File: src/rtl/rv32_pkg.sv
// Shared RV32 pipeline constants and types for the operand-fetch slice.
package rv32_pkg;

   localparam int XLEN = 32;
   localparam int AW   = 5;
   localparam int NREG = 1 << AW;

   typedef logic [AW-1:0]   reg_idx_t;
   typedef logic [XLEN-1:0] word_t;

   localparam reg_idx_t REG_ZERO = '0;

endpackage

File: src/rtl/op_scoreboard.sv
// Busy-bit scoreboard: one pending-write flag per architectural register, x0 never busy.
// A set and a clear of the same index in one cycle leaves the bit set.
module op_scoreboard
   import rv32_pkg::*;
(
   input  logic          clk,
   input  logic          reset,
   input  logic          set_en,
   input  logic [AW-1:0] set_idx,
   input  logic          clr_en,
   input  logic [AW-1:0] clr_idx,
   input  logic [AW-1:0] look_a_idx,
   input  logic [AW-1:0] look_b_idx,
   input  logic [AW-1:0] look_c_idx,
   output logic          busy_a,
   output logic          busy_b,
   output logic          busy_c
);

   logic [NREG-1:0] busy_q;
   logic [NREG-1:0] busy_d;

   always_comb begin
      busy_d = busy_q;
      if (clr_en && (clr_idx != REG_ZERO)) busy_d[clr_idx] = 1'b0;
      if (set_en && (set_idx != REG_ZERO)) busy_d[set_idx] = 1'b1;
      busy_d[0] = 1'b0;
   end

   always_ff @(posedge clk) begin
      if (reset) busy_q <= '0;
      else       busy_q <= busy_d;
   end

   assign busy_a = busy_q[look_a_idx];
   assign busy_b = busy_q[look_b_idx];
   assign busy_c = busy_q[look_c_idx];

endmodule

File: src/rtl/operand_fetch.sv
// Operand-fetch stage: RAW/WAW hazard stall, regfile read and a one-entry output slot.
// Optional same-cycle writeback forwarding is enabled by defining OPFETCH_BYPASS_EN.
module operand_fetch
   import rv32_pkg::*;
(
   input  logic            clk,
   input  logic            reset,
   input  logic            in_valid,
   output logic            in_ready,
   input  logic [AW-1:0]   in_rs1,
   input  logic [AW-1:0]   in_rs2,
   input  logic [AW-1:0]   in_rd,
   input  logic            in_wr,
   output logic [AW-1:0]   rf_a1,
   output logic [AW-1:0]   rf_a2,
   input  logic [XLEN-1:0] rf_r1,
   input  logic [XLEN-1:0] rf_r2,
   input  logic            wb_valid,
   input  logic [AW-1:0]   wb_rd,
   input  logic [XLEN-1:0] wb_data,
   output logic            out_valid,
   input  logic            out_ready,
   output logic [XLEN-1:0] out_rs1_val,
   output logic [XLEN-1:0] out_rs2_val,
   output logic [AW-1:0]   out_rd,
   output logic            out_wr
);

   logic          busy_rs1, busy_rs2, busy_rd;
   logic          fwd_rs1, fwd_rs2, fwd_rd;
   logic          haz_rs1, haz_rs2, haz_waw, hazard;
   logic          accept;
   word_t         op1, op2;

   logic          out_valid_q, out_valid_d;
   word_t         out_rs1_q, out_rs1_d;
   word_t         out_rs2_q, out_rs2_d;
   reg_idx_t      out_rd_q, out_rd_d;
   logic          out_wr_q, out_wr_d;

   assign rf_a1 = in_rs1;
   assign rf_a2 = in_rs2;

   op_scoreboard u_sb (
      .clk        (clk),
      .reset      (reset),
      .set_en     (accept && in_wr),
      .set_idx    (in_rd),
      .clr_en     (wb_valid),
      .clr_idx    (wb_rd),
      .look_a_idx (in_rs1),
      .look_b_idx (in_rs2),
      .look_c_idx (in_rd),
      .busy_a     (busy_rs1),
      .busy_b     (busy_rs2),
      .busy_c     (busy_rd)
   );

`ifdef OPFETCH_BYPASS_EN
   assign fwd_rs1 = wb_valid && (wb_rd == in_rs1);
   assign fwd_rs2 = wb_valid && (wb_rd == in_rs2);
   assign fwd_rd  = wb_valid && (wb_rd == in_rd);

   // x0 check comes first so a writeback aimed at x0 can never leak into an operand
   assign op1 = (in_rs1 == REG_ZERO) ? '0 : (fwd_rs1 ? wb_data : rf_r1);
   assign op2 = (in_rs2 == REG_ZERO) ? '0 : (fwd_rs2 ? wb_data : rf_r2);
`else
   logic unused_wb_data;

   assign fwd_rs1        = 1'b0;
   assign fwd_rs2        = 1'b0;
   assign fwd_rd         = 1'b0;
   assign unused_wb_data = ^wb_data;

   assign op1 = (in_rs1 == REG_ZERO) ? '0 : rf_r1;
   assign op2 = (in_rs2 == REG_ZERO) ? '0 : rf_r2;
`endif

   assign haz_rs1 = (in_rs1 != REG_ZERO) && busy_rs1 && !fwd_rs1;
   assign haz_rs2 = (in_rs2 != REG_ZERO) && busy_rs2 && !fwd_rs2;
   assign haz_waw = in_wr && (in_rd != REG_ZERO) && busy_rd && !fwd_rd;
   assign hazard  = haz_rs1 || haz_rs2 || haz_waw;

   // Ready never looks at in_valid, so upstream may gate valid on ready freely
   assign in_ready = !hazard && (!out_valid_q || out_ready);
   assign accept   = in_valid && in_ready;

   always_comb begin
      out_valid_d = out_valid_q;
      out_rs1_d   = out_rs1_q;
      out_rs2_d   = out_rs2_q;
      out_rd_d    = out_rd_q;
      out_wr_d    = out_wr_q;
      if (accept) begin
         out_valid_d = 1'b1;
         out_rs1_d   = op1;
         out_rs2_d   = op2;
         out_rd_d    = in_rd;
         out_wr_d    = in_wr;
      end else if (out_ready) begin
         out_valid_d = 1'b0;
      end
   end

   always_ff @(posedge clk) begin
      if (reset) begin
         out_valid_q <= 1'b0;
         out_rs1_q   <= '0;
         out_rs2_q   <= '0;
         out_rd_q    <= REG_ZERO;
         out_wr_q    <= 1'b0;
      end else begin
         out_valid_q <= out_valid_d;
         out_rs1_q   <= out_rs1_d;
         out_rs2_q   <= out_rs2_d;
         out_rd_q    <= out_rd_d;
         out_wr_q    <= out_wr_d;
      end
   end

   assign out_valid   = out_valid_q;
   assign out_rs1_val = out_rs1_q;
   assign out_rs2_val = out_rs2_q;
   assign out_rd      = out_rd_q;
   assign out_wr      = out_wr_q;

endmodule

File: config.mk
export PLATFORM = sky130hd
export DESIGN_NAME = operand_fetch
export DESIGN_NICKNAME = d
export VERILOG_FILES = /design/src/rtl/rv32_pkg.sv /design/src/rtl/op_scoreboard.sv /design/src/rtl/operand_fetch.sv
export SDC_FILE = /design/constraint.sdc
export NUM_CORES = 1
export LEC_CHECK = 0
export ABC_AREA = 1
export ABC_CLOCK_PERIOD_IN_PS = 2200
export CORE_AREA = 2 2 122 124
export CTS_CLUSTER_SIZE = 25
export DETAILED_ROUTE_END_ITERATION = 12
export DIE_AREA = 0 0 124 126
export GPL_TIMING_DRIVEN = 1
export PLACE_DENSITY = 0.76
export SLEW_MARGIN = 25
export SYNTH_ARGS = -nofsm -noshare
export SYNTH_HDL_FRONTEND = slang
export SYNTH_HIERARCHICAL = 1
export SYNTH_SLANG_ARGS = --single-unit
File: constraint.sdc
create_clock -name clk -period 2.2 [get_ports clk]
set_input_delay 0.44 -clock clk [delete_from_list [all_inputs] [get_ports clk]]
set_output_delay 0.44 -clock clk [all_outputs]
set_load 0.02 [all_outputs]
==> impl_metrics.env <==
export IMPL_drive_gt1_share_pct=19.4
export IMPL_p_comb_share_pct=31.1
export IMPL_cts_clk_slew_worst_paths_ps=70
export IMPL_crit_arrival_ps=1830
export IMPL_clkPwrFrac_pct=30.4
export IMPL_final_cell_mix="258 x nand2_1, 156 x clkdlybuf4s50_1, 144 x nand3_1, 91 x a21oi_1, 77 x dfxtp_1"
export IMPL_internal_power_mw=3.69
export IMPL_async_flop_share_pct=0
export IMPL_rrSetupSlack_ps=20
export IMPL_worst_pin_slew_ps=564
export IMPL_cts_inserted_buffers=9
export IMPL_fin_nets=1207
export IMPL_row_count=44
export IMPL_fp_coreArea_um2=14300
export IMPL_boundaryPins=204
export IMPL_yosysSeqAreaShare_pct=35.7
export IMPL_dp_hpwl_um=13100
export IMPL_required_ps=1760
export IMPL_die_x_um=124
export IMPL_route_detailed_drc=0
export IMPL_startpoint_type="input port"
export IMPL_finalSetupViolCount=1
export IMPL_holdCritStartpoint="out_rs1_val[30]$_SDFFE_PP0P_"
export IMPL_vdd_drop_max_uv=421
export IMPL_relSlewSlack_pct=62.4
export IMPL_drt_iter0_drc=553
export IMPL_synthesis_nets=1033
export IMPL_final_area_um2=8640
export IMPL_synth_warning_count=6
export IMPL_grt_max_degree=89
export IMPL_crit_slowest_cell="buf_12"
export IMPL_diodes=0
export IMPL_via_per_inst=5.28
export IMPL_holdWs_ps=458
export IMPL_min_period_ps=2270
export IMPL_leakagePower_nw=3.76
export IMPL_final_common_cell="nand2_1"
export IMPL_r2r_start="u_sb/busy_q[31]$_SDFF_PP0_"
export IMPL_first_pass_iters=5
export IMPL_hold_class="flip-flop to flip-flop"
export IMPL_ys_flop_type="dfxtp_1"
export IMPL_track_usage_pct=24.5
export IMPL_ff2ff_path_depth=21
export IMPL_cts_hold_fix_buffers=0
export IMPL_nFillCells=1365
export IMPL_fp_dieH_um=126
export IMPL_synth_seq_cells=102
export IMPL_avgSynthCellArea_um2=6.27
export IMPL_max_stage_delay_ps=150
export IMPL_layout_setup_ws_ps=-69.1
export IMPL_switching_share_pct=30.7
export IMPL_portBuffers=171
export IMPL_clock_path_buffers=2
export IMPL_place_congestion=0.916
export IMPL_clockRootBuffer="clkbuf_16"
export IMPL_grt_pass1_wl_um=30400
export IMPL_cp_max_fo=8
export IMPL_fmax_mhz=441
export IMPL_finClkSkew_ps=8.66
export IMPL_fin_setup_tns_ps=-69.1
export IMPL_status="finished, violations left"
export IMPL_worstSkewPairLatency_ps=340
export IMPL_area_growth_pct=51.1
export IMPL_r2r_end="u_sb/busy_q[20]$_SDFF_PP0_"
export IMPL_synthCells=911
export IMPL_power_density_nw_per_um2=617
export IMPL_rsz0062_at_grt="true"
export IMPL_crit_path_frequent_cell="nand2_2"
export IMPL_switchingPower_mw=1.63
export IMPL_path_cells="buf_4 -> buf_12 -> clkinv_8 -> nand3_1 -> nand3_1 -> nand2_1 -> nand2_1 -> nand2_1 -> nand2_2 -> nand2_2 -> nand2_2 -> inv_2 -> nand2_2 -> nand2_2 -> nor2_4 -> buf_6 -> buf_6"
export IMPL_hold_end="out_rs1_val[30]$_SDFFE_PP0P_"
export IMPL_wl_per_cell_um=16.0
export IMPL_grt_pass1_vias=5943
export IMPL_synth_edff_count=0
export IMPL_path_class="input port to output port"
export IMPL_antenna_found_initial=0
export IMPL_violations="negative setup slack"
export IMPL_maxCapViolCount=0
export IMPL_p_total_mw=5.33
export IMPL_fin_crit_sh_pct=103
export IMPL_placed_cell_area_um2=7670
export IMPL_clkSinkCount=102
export IMPL_power_frac_seq_pct=38.5
export IMPL_end_kind="output port"
export IMPL_ant_nets=0
export IMPL_hold_viol=0
export IMPL_dieArea_um2=15600
export IMPL_routed_wl_um=20400
export IMPL_syn_area_um2=5720
export IMPL_start_util_pct=39.9
export IMPL_h_tree_depth=3
export IMPL_slew_viol_final=0
export IMPL_cts_tree="yes"
export IMPL_ys_types=23
export IMPL_holdPathStages=2
export IMPL_vias=6719
export IMPL_grt_ovfl_total=0
## synthesized netlist by cell type (9+ instances only)
master | number | area share [%]
nand2_1 | 300 | 20
nand3_1 | 162 | 14
a21oi_1 | 103 | 9.0
dfxtp_1 | 102 | 36
nor2_1 | 63 | 4.1
inv_1 | 54 | 3.5
o21ai_0 | 27 | 2.4
clkbuf_1 | 26 | 1.7
buf_4 | 17 | 2.2
buf_6 | 13 | 2.6
buf_2 | 10 | 0.88
nand4_1 | 9 | 0.99
## logic make-up after synthesis
| group | share of synthesized area [%] |
|---|---|
| and+or+nand+nor | 40.6 |
| AOI/OAI and AO/OA | 11.6 |
| buffers and inverters | 12.0 |
| DFF | 35.7 |
## routing by layer
| metal | share of wire (%) | GRT usage, % | vias to the layer above |
|---|---|---|---|
| met5 | 0 | 0 | - |
| met4 | 2.4 | 7.87 | 0 |
| met3 | 9.5 | 5.53 | 34 |
| met2 | 47 | 38.8 | 302 |
| met1 | 41 | 33.0 | 3086 |
| li1 | - | - | 3297 |
## layout make-up
cell class                      count  area [um^2]  area share (%)
Inverter                           61          272            3.14
Tap cell                          184          230            2.67
Clock buffer                       12          256            2.97
Sequential cell                   102         2080            24.1
Multi-Input combinational cell    676         3270            37.9
Timing Repair Buffer              234         2460            28.5
Timing Repair inverter              1         16.3           0.188
Clock inverter                      3         43.8           0.507
## state kept, by name (all words and copies together), names as in the netlist
name / flops
u_sb/busy_q: 31
out_rs2_val: 32
out_rs1_val: 32
out_wr: 1
out_rd: 5
out_valid: 1
## worst max-delay path by stage
stage | from | end | slack [ps]
CTS | u_sb/busy_q[16]$_SDFF_PP0_ | in_ready | 0.5
global placement | in_rd[0] | in_ready | -920
floorplan | in_rd[0] | u_sb/busy_q[29]$_SDFF_PP0_ | -50
finish | in_rd[1] | in_ready | -70
global route | in_rd[0] | in_ready | -160
detailed placement | in_rd[0] | in_ready | -920
## what timing repair did
action                                  CTS  global route
endpoints found under the setup margin  101            92
pin swaps                                14            46
resized for setup                        69           115
cloned                                    7             4
buffers inserted                          5             4
## per-stage QoR
stage	utilization [%]	worst slack [ps]	cells
floorplan	-	-50.3	911
global placement	53.6	-916	1239
detailed placement	53.6	-919	1239
CTS	57.4	0.540	1266
global route	60.3	-161	1273
finish	60.3	-69.1	1273
## power by group through the flow
stage	Sequential, mW	Combinational, mW	Clock, mW
after floorplan	2.25	0.683	0
after detailed placement	2.09	1.45	0
after global placement	2.09	1.45	0
after CTS	2.06	1.52	1.64
final	2.05	1.66	1.62
after global routing	2.07	1.79	1.72
## critical path: cells and delay by family
family	cells	cell delay, ps
buffers and inverters	6	600
AND/OR/NAND/NOR	11	790
No activity file was read; power rests on OpenSTA's default activity.
